**config.mk**
```make
export PLATFORM = sky130hd
export DESIGN_NAME = pll_lock_sequencer_flat
export DESIGN_NICKNAME = d
export VERILOG_FILES = /design/src/rtl/pll_lock_sequencer_if.sv /design/src/rtl/pll_lock_sequencer.sv /design/src/flat_wrapper.sv
export SDC_FILE = /design/constraint.sdc
export NUM_CORES = 1
export LEC_CHECK = 0
export CAP_MARGIN = 10
export CORE_MARGIN = 2
export CORE_UTILIZATION = 25
export DETAILED_ROUTE_END_ITERATION = 10
export PLACE_DENSITY = 0.42
export SETUP_SLACK_MARGIN = 0.15
export SYNTH_ARGS = -nofsm -noshare
export SYNTH_HDL_FRONTEND = slang
export SYNTH_SLANG_ARGS = --single-unit
```
**constraint.sdc**
```tcl
create_clock -name clock_in -period 3.8 [get_ports clock_in]
set_input_delay 0.38 -clock clock_in [delete_from_list [all_inputs] [get_ports clock_in]]
set_output_delay 0.38 -clock clock_in [all_outputs]
set_load 0.03 [all_outputs]
```
**src/rtl/pll_lock_sequencer_if.sv**
```systemverilog
// Signal bundle between the PLL lock sequencer and the logic around it:
// the raw PLL lock in, the PLL reset, the staggered domain resets and status out.
interface pll_lock_sequencer_if #(
  parameter int NUM_RST = 3
);
  logic               pll_locked_in;
  logic               pll_rst_out;
  logic [NUM_RST-1:0] rst_out;
  logic               clock_lock;
  logic [7:0]         lock_lost_cnt;
  logic [7:0]         timeout_cnt;

  modport master (
    input  pll_locked_in,
    output pll_rst_out,
    output rst_out,
    output clock_lock,
    output lock_lost_cnt,
    output timeout_cnt
  );

  modport slave (
    output pll_locked_in,
    input  pll_rst_out,
    input  rst_out,
    input  clock_lock,
    input  lock_lost_cnt,
    input  timeout_cnt
  );
endinterface

```
**src/rtl/pll_lock_sequencer.sv**
```systemverilog
// Resets a PLL, waits for a debounced lock, then releases per-domain resets
// one after another; any lock loss re-asserts every domain reset.
module pll_lock_sequencer #(
  parameter int NUM_RST       = 3,
  parameter int SYNC_STAGES   = 2,
  parameter int PLL_RST_LEN   = 8,
  parameter int LOCK_DEBOUNCE = 16,
  parameter int STAGGER       = 4,
  parameter int TIMEOUT       = 1000
) (
  input  logic                 clock_in,
  input  logic                 rst_in,
  pll_lock_sequencer_if.master bus
);

  function automatic int imax(input int a, input int b);
    return (a > b) ? a : b;
  endfunction

  function automatic logic [7:0] sat_inc(input logic [7:0] v);
    return (v == 8'hFF) ? v : v + 8'd1;
  endfunction

  localparam int CNT_MAX = imax(imax(PLL_RST_LEN, TIMEOUT), imax(LOCK_DEBOUNCE, STAGGER));
  localparam int CNT_W   = ($clog2(CNT_MAX) < 1) ? 1 : $clog2(CNT_MAX);

  localparam logic [CNT_W-1:0] PLL_LAST = CNT_W'(PLL_RST_LEN - 1);
  localparam logic [CNT_W-1:0] TO_LAST  = CNT_W'(TIMEOUT - 1);
  localparam logic [CNT_W-1:0] DEB_LAST = CNT_W'(LOCK_DEBOUNCE - 1);
  localparam logic [CNT_W-1:0] STG_LAST = CNT_W'(STAGGER - 1);
  localparam logic [CNT_W-1:0] CNT_ONE  = CNT_W'(1);

  typedef enum logic [2:0] {
    S_PLL_RST,
    S_WAIT_LOCK,
    S_DEBOUNCE,
    S_RELEASE,
    S_RUN
  } state_t;

  state_t               state;
  logic [CNT_W-1:0]     cnt;
  logic [SYNC_STAGES-1:0] lock_sync;
  logic                 lock_s;
  logic                 pll_rst_q;
  logic [NUM_RST-1:0]   rst_q;
  logic [NUM_RST-1:0]   rst_next;
  logic                 clock_lock_q;
  logic [7:0]           lost_q;
  logic [7:0]           timeout_q;

  assign lock_s   = lock_sync[SYNC_STAGES-1];
  // Releasing the next domain is a left shift: 111 -> 110 -> 100 -> 000.
  assign rst_next = rst_q << 1;

  always_ff @(posedge clock_in) begin
    if (rst_in) begin
      lock_sync    <= '0;
      state        <= S_PLL_RST;
      cnt          <= '0;
      pll_rst_q    <= 1'b1;
      rst_q        <= '1;
      clock_lock_q <= 1'b0;
      lost_q       <= 8'd0;
      timeout_q    <= 8'd0;
    end else begin
      lock_sync <= {lock_sync[SYNC_STAGES-2:0], bus.pll_locked_in};
      case (state)
        S_PLL_RST: begin
          if (cnt == PLL_LAST) begin
            state     <= S_WAIT_LOCK;
            cnt       <= '0;
            pll_rst_q <= 1'b0;
          end else begin
            cnt <= cnt + CNT_ONE;
          end
        end
        S_WAIT_LOCK: begin
          if (lock_s) begin
            state <= S_DEBOUNCE;
            cnt   <= '0;
          end else if (cnt == TO_LAST) begin
            state     <= S_PLL_RST;
            cnt       <= '0;
            pll_rst_q <= 1'b1;
            timeout_q <= sat_inc(timeout_q);
          end else begin
            cnt <= cnt + CNT_ONE;
          end
        end
        S_DEBOUNCE: begin
          if (!lock_s) begin
            state <= S_WAIT_LOCK;
            cnt   <= '0;
          end else if (cnt == DEB_LAST) begin
            state <= S_RELEASE;
            cnt   <= '0;
          end else begin
            cnt <= cnt + CNT_ONE;
          end
        end
        S_RELEASE: begin
          // Lock loss outranks a release or RUN entry due on this edge.
          if (!lock_s) begin
            state        <= S_WAIT_LOCK;
            cnt          <= '0;
            rst_q        <= '1;
            clock_lock_q <= 1'b0;
            lost_q       <= sat_inc(lost_q);
          end else if (rst_q[0] || (cnt == STG_LAST)) begin
            rst_q <= rst_next;
            cnt   <= '0;
            if (rst_next == '0) begin
              state        <= S_RUN;
              clock_lock_q <= 1'b1;
            end
          end else begin
            cnt <= cnt + CNT_ONE;
          end
        end
        S_RUN: begin
          if (!lock_s) begin
            state        <= S_WAIT_LOCK;
            cnt          <= '0;
            rst_q        <= '1;
            clock_lock_q <= 1'b0;
            lost_q       <= sat_inc(lost_q);
          end
        end
        default: begin
          state        <= S_PLL_RST;
          cnt          <= '0;
          pll_rst_q    <= 1'b1;
          rst_q        <= '1;
          clock_lock_q <= 1'b0;
        end
      endcase
    end
  end

  assign bus.pll_rst_out   = pll_rst_q;
  assign bus.rst_out       = rst_q;
  assign bus.clock_lock    = clock_lock_q;
  assign bus.lock_lost_cnt = lost_q;
  assign bus.timeout_cnt   = timeout_q;

endmodule

```
**src/flat_wrapper.sv**
```systemverilog
// flat-port wrapper written by rule: the top's interface ports become plain ports
module pll_lock_sequencer_flat 
#(
  parameter int NUM_RST       = 3,
  parameter int SYNC_STAGES   = 2,
  parameter int PLL_RST_LEN   = 8,
  parameter int LOCK_DEBOUNCE = 16,
  parameter int STAGGER       = 4,
  parameter int TIMEOUT       = 1000
)
  (clock_in, rst_in, bus_pll_locked_in, bus_pll_rst_out, bus_rst_out, bus_clock_lock, bus_lock_lost_cnt, bus_timeout_cnt);
  pll_lock_sequencer_if #(.NUM_RST(NUM_RST)) bus_i ();
  input  logic clock_in;
  input  logic rst_in;
  input wire logic [$bits(bus_i.pll_locked_in)-1:0] bus_pll_locked_in;
  output wire logic [$bits(bus_i.pll_rst_out)-1:0] bus_pll_rst_out;
  output wire logic [$bits(bus_i.rst_out)-1:0] bus_rst_out;
  output wire logic [$bits(bus_i.clock_lock)-1:0] bus_clock_lock;
  output wire logic [$bits(bus_i.lock_lost_cnt)-1:0] bus_lock_lost_cnt;
  output wire logic [$bits(bus_i.timeout_cnt)-1:0] bus_timeout_cnt;
  assign bus_i.pll_locked_in = bus_pll_locked_in;
  assign bus_pll_rst_out = bus_i.pll_rst_out;
  assign bus_rst_out = bus_i.rst_out;
  assign bus_clock_lock = bus_i.clock_lock;
  assign bus_lock_lost_cnt = bus_i.lock_lost_cnt;
  assign bus_timeout_cnt = bus_i.timeout_cnt;
  pll_lock_sequencer #(.NUM_RST(NUM_RST), .SYNC_STAGES(SYNC_STAGES), .PLL_RST_LEN(PLL_RST_LEN), .LOCK_DEBOUNCE(LOCK_DEBOUNCE), .STAGGER(STAGGER), .TIMEOUT(TIMEOUT)) u_core (.clock_in(clock_in), .rst_in(rst_in), .bus(bus_i));
endmodule
```
==> metrics.log <==
[metrics] status: completed
[metrics] first-pass GRT wire length: 7.81 mm
[metrics] cell leakage power: 0.835 nW
[metrics] Final Hold Vio Count: 0
[metrics] vias: 1,656
[metrics] Clock Skews: 0.00481 ns
[metrics] area after detailed placement: 2250 um^2
[metrics] synth-to-layout area growth: 20.6%
[metrics] total of endpoints with negative setup slack in the final report: 0
[metrics] TritonCTS clock tree: yes
[metrics] remaining global-route overflow: 0
[metrics] CTS Hold Bufs: 0
[metrics] H-tree Lvls: 2
[metrics] area fraction of the dominant cell type after synthesis: 36.9%
[metrics] 1st-pass router iterations: 4
[metrics] data required time at the worst endpoint: 3.99 ns
[metrics] detailed-routed wire length on met2: 1.98 mm
[metrics] commonest non-fill, non-tap cells in the layout: dfxtp_1, nor2_1, clkdlybuf4s50_1
[metrics] Mapped Nets: 240
[metrics] effective utilization at floorplan: 25.6%
[metrics] register area share after synthesis: 36.9%
[metrics] Skew-Pair Late Insertion Delay: 0.29 ns
[metrics] VDD IR max: 0.143 mV
[metrics] Post-synth EDFFs: 0
[metrics] crit path to: u_core.bus.timeout_cnt[5]$_SDFFE_PP0P_
[metrics] endpoint class of the critical path: register
[metrics] syn_area_per_cell: 8.35 um^2
[metrics] post-synthesis cell count: 234
[metrics] post-synthesis instance area: 1950 um^2
[metrics] Die Outline Area: 8540 um^2
[metrics] clock root buffer: clkbuf_8
[metrics] critical path startpoint category: register
[metrics] Achievable Freq: 0.479 GHz
[metrics] average wire per cell in the routed design: 12.5 um
[metrics] worst setup slack after placement: 1.69 ns
[metrics] Starting DRT DRC Count: 85
[metrics] fraction of final layout cells with drive strength greater than 1: 7.57%
[metrics] DRT antenna net count: 0
[metrics] FF/Latch Area: 721 um^2
[metrics] post-layout minimum cycle time: 2.09 ns
[metrics] critical-path maximum fanout: 14
[metrics] Vert. Die Dim: 92.4 um
[metrics] core area: 7650 um^2
[metrics] leading cell type in the layout, fill and taps excluded: dfxtp_1
[metrics] post-synthesis async set-or-reset flop share: 0%
[metrics] via/cell ratio: 4.69
[metrics] most used flip-flop cell after synthesis: dfxtp_1
[metrics] Clock Tree Buf Depth: 2
[metrics] final std cell area, no fill: 2360 um^2
[metrics] Port Buf Inserts: 23
[metrics] type of the setup path with the least slack: register to register
[metrics] Final Net Count: 256
[metrics] unrepaired setup endpoints after global routing: false
[metrics] via count of the first global-routing pass: 1,600
[metrics] # IOs: 24
[metrics] detailed-routing wirelength on met1: 2.26 mm
[metrics] count of yosys warnings during synthesis: 0
[metrics] total chip power: 0.757 mW
[metrics] R2R depth: 5
[metrics] Cell Rows: 32
[metrics] reg-to-reg setup timing slack: 1.71 ns
[metrics] top post-synthesis cells by area: dfxtp_1, xor2_1, nor2_1, nand3_1, nand2_1
[metrics] number of register bits inferred by synthesis: 36
[metrics] Post-CTS Setup Bufs: 0
[metrics] Slew headroom: 67.1%
[metrics] Arr. time, crit path: 2.28 ns
[metrics] clk slew on worst S/H paths: 0.08 ns
[metrics] wirelength, routed: 4.41 mm
[metrics] antenna violations before repair: 0
[metrics] worst reg2reg endpoint: u_core.bus.timeout_cnt[5]$_SDFFE_PP0P_
[metrics] power density over the cells: 321 nW/um^2
[metrics] measured slew at the worst slew-check pin: 0.493 ns
[metrics] Finished Core Util: 30.8%
[metrics] most area-hungry cell type in the Yosys netlist: dfxtp_1
[metrics] met3 wirelength from detailed routing: 94 um
[metrics] total CTS buffers: 5
[metrics] drt drc: 0
[metrics] max-cap violation count: 0
[metrics] final worst-path cycle share: 55.0%
[metrics] post-route worst setup slack: 1.71 ns
[metrics] gr usage total: 11.3%
[metrics] routability congestion estimate from global placement: 0.757
[metrics] Max Transition Viols Final: 0
[metrics] count of fill cells added during filler insertion: 810
[metrics] width of the die: 92.4 um
[metrics] type of the most critical hold path: register to register
[metrics] number of inserted diodes: 0
[metrics] synth unique cells: 52
[metrics] Gates resized, CTS repair: 0
[metrics] Multi-input gate area: 1140 um^2
[metrics] beginning of the critical path: u_core.state[0]$_SDFFE_PP0P_
[metrics] setup TNS after final layout: 0 ns
[metrics] Max Used Layer: met4
[metrics] final HPWL from detailed placement: 3.06 mm
[metrics] maximum number of pins on one net before global-route repair: 32
[metrics] worst reg2reg startpoint: u_core.state[0]$_SDFFE_PP0P_
[metrics] sink count of the clock tree: 36
==> metrics by stage <==
stage          hold slack, ns  std cells
2_1_floorplan           0.414        234
3_3_place_gp            0.453        345
3_5_place_dp            0.442        345
4_1_cts                 0.465        353
5_1_grt                 0.482        353
6_report                0.460        353
==> worst max-delay path, stage by stage (launching register included) <==
cell,delay (ns)
dfxtp_1,0.63
nor4b_1,0.37
and4_1,0.38
nand3_1,0.14
nor2_1,0.13
mux2_2,0.33
==> worst min-delay path by stage <==
stage	start	endpoint	slack, ns	depth (start not counted)
after global routing	u_core.lock_sync[0]$_SDFF_PP0_	u_core.lock_sync[1]$_SDFF_PP0_	0.48	1
after detailed placement	u_core.lock_sync[0]$_SDFF_PP0_	u_core.lock_sync[1]$_SDFF_PP0_	0.44	1
after global placement	u_core.lock_sync[0]$_SDFF_PP0_	u_core.lock_sync[1]$_SDFF_PP0_	0.45	1
after CTS	u_core.lock_sync[0]$_SDFF_PP0_	u_core.lock_sync[1]$_SDFF_PP0_	0.47	1
final	u_core.lock_sync[0]$_SDFF_PP0_	u_core.lock_sync[1]$_SDFF_PP0_	0.46	1
after floorplan	u_core.lock_sync[0]$_SDFF_PP0_	u_core.lock_sync[1]$_SDFF_PP0_	0.41	1
==> layout make-up <==
| type | instances | area share [%] |
|---|---|---|
| multi-input combinational | 179 | 48.6 |
| sequential | 36 | 30.6 |
| timing repair buffer | 24 | 10.1 |
| tap | 102 | 5.41 |
| clock buffer | 5 | 2.92 |
| clock inverter | 3 | 1.80 |
| inverter | 4 | 0.637 |
==> Yosys cell counts (2+ instances only) <==
library cell,number
ha_1,3
nand2b_1,3
a211oi_1,4
nor3b_1,2
nor4_1,2
and2_1,2
inv_1,4
o31ai_1,3
clkbuf_1,7
nand3b_1,2
nor2b_1,4
o22ai_1,2
and3_1,10
o21ai_0,6
nor2_1,34
nand4_1,7
nand3_1,15
nand4b_1,2
mux2i_1,3
dfxtp_1,36
o21a_1,3
nor3_1,6
nand2_1,18
a21oi_1,9
and4_1,2
xor2_1,15
buf_2,5
==> power by group <==
| group | switching [mW] | internal, mW | leakage [nW] |
|---|---|---|---|
| clock | 0.150 | 0.194 | 0.0541 |
| combinational | 0.0147 | 0.0102 | 0.490 |
| sequential | 0.00636 | 0.381 | 0.291 |
==> per-layer routing <==
layer / GRT usage, % / up-vias
met4: 4.48 / 0
met2: 17.6 / 22
met3: 2.44 / 6
met1: 15.1 / 758
met5: 0 / -
li1: - / 870
==> flip-flops by register name (all words and copies together), names as in the netlist <==
name and flops:
u_core.bus.pll_rst_out 1, u_core.bus.timeout_cnt 8, u_core.cnt 10, u_core.bus.clock_lock 1
u_core.bus.rst_out 3, u_core.state 3, u_core.bus.lock_lost_cnt 8, u_core.lock_sync 2
==> kinds of logic (layout without fill, tap and decap cells) <==
kind of cell / count (synthesis) / after routing / share of synthesized area (%)
AOI/OAI and AO/OA: 40 / 40 / 15.9
xor gates and xnor gates: 15 / 15 / 6.72
adders and majority gates: 3 / 3 / 1.92
buffers and inverters: 19 / 36 / 4.55
DFF: 36 / 36 / 36.9
muxes: 4 / 4 / 2.11
and+or+nand+nor: 117 / 117 / 31.9
Note: power is estimated with default switching activity, not from simulation.
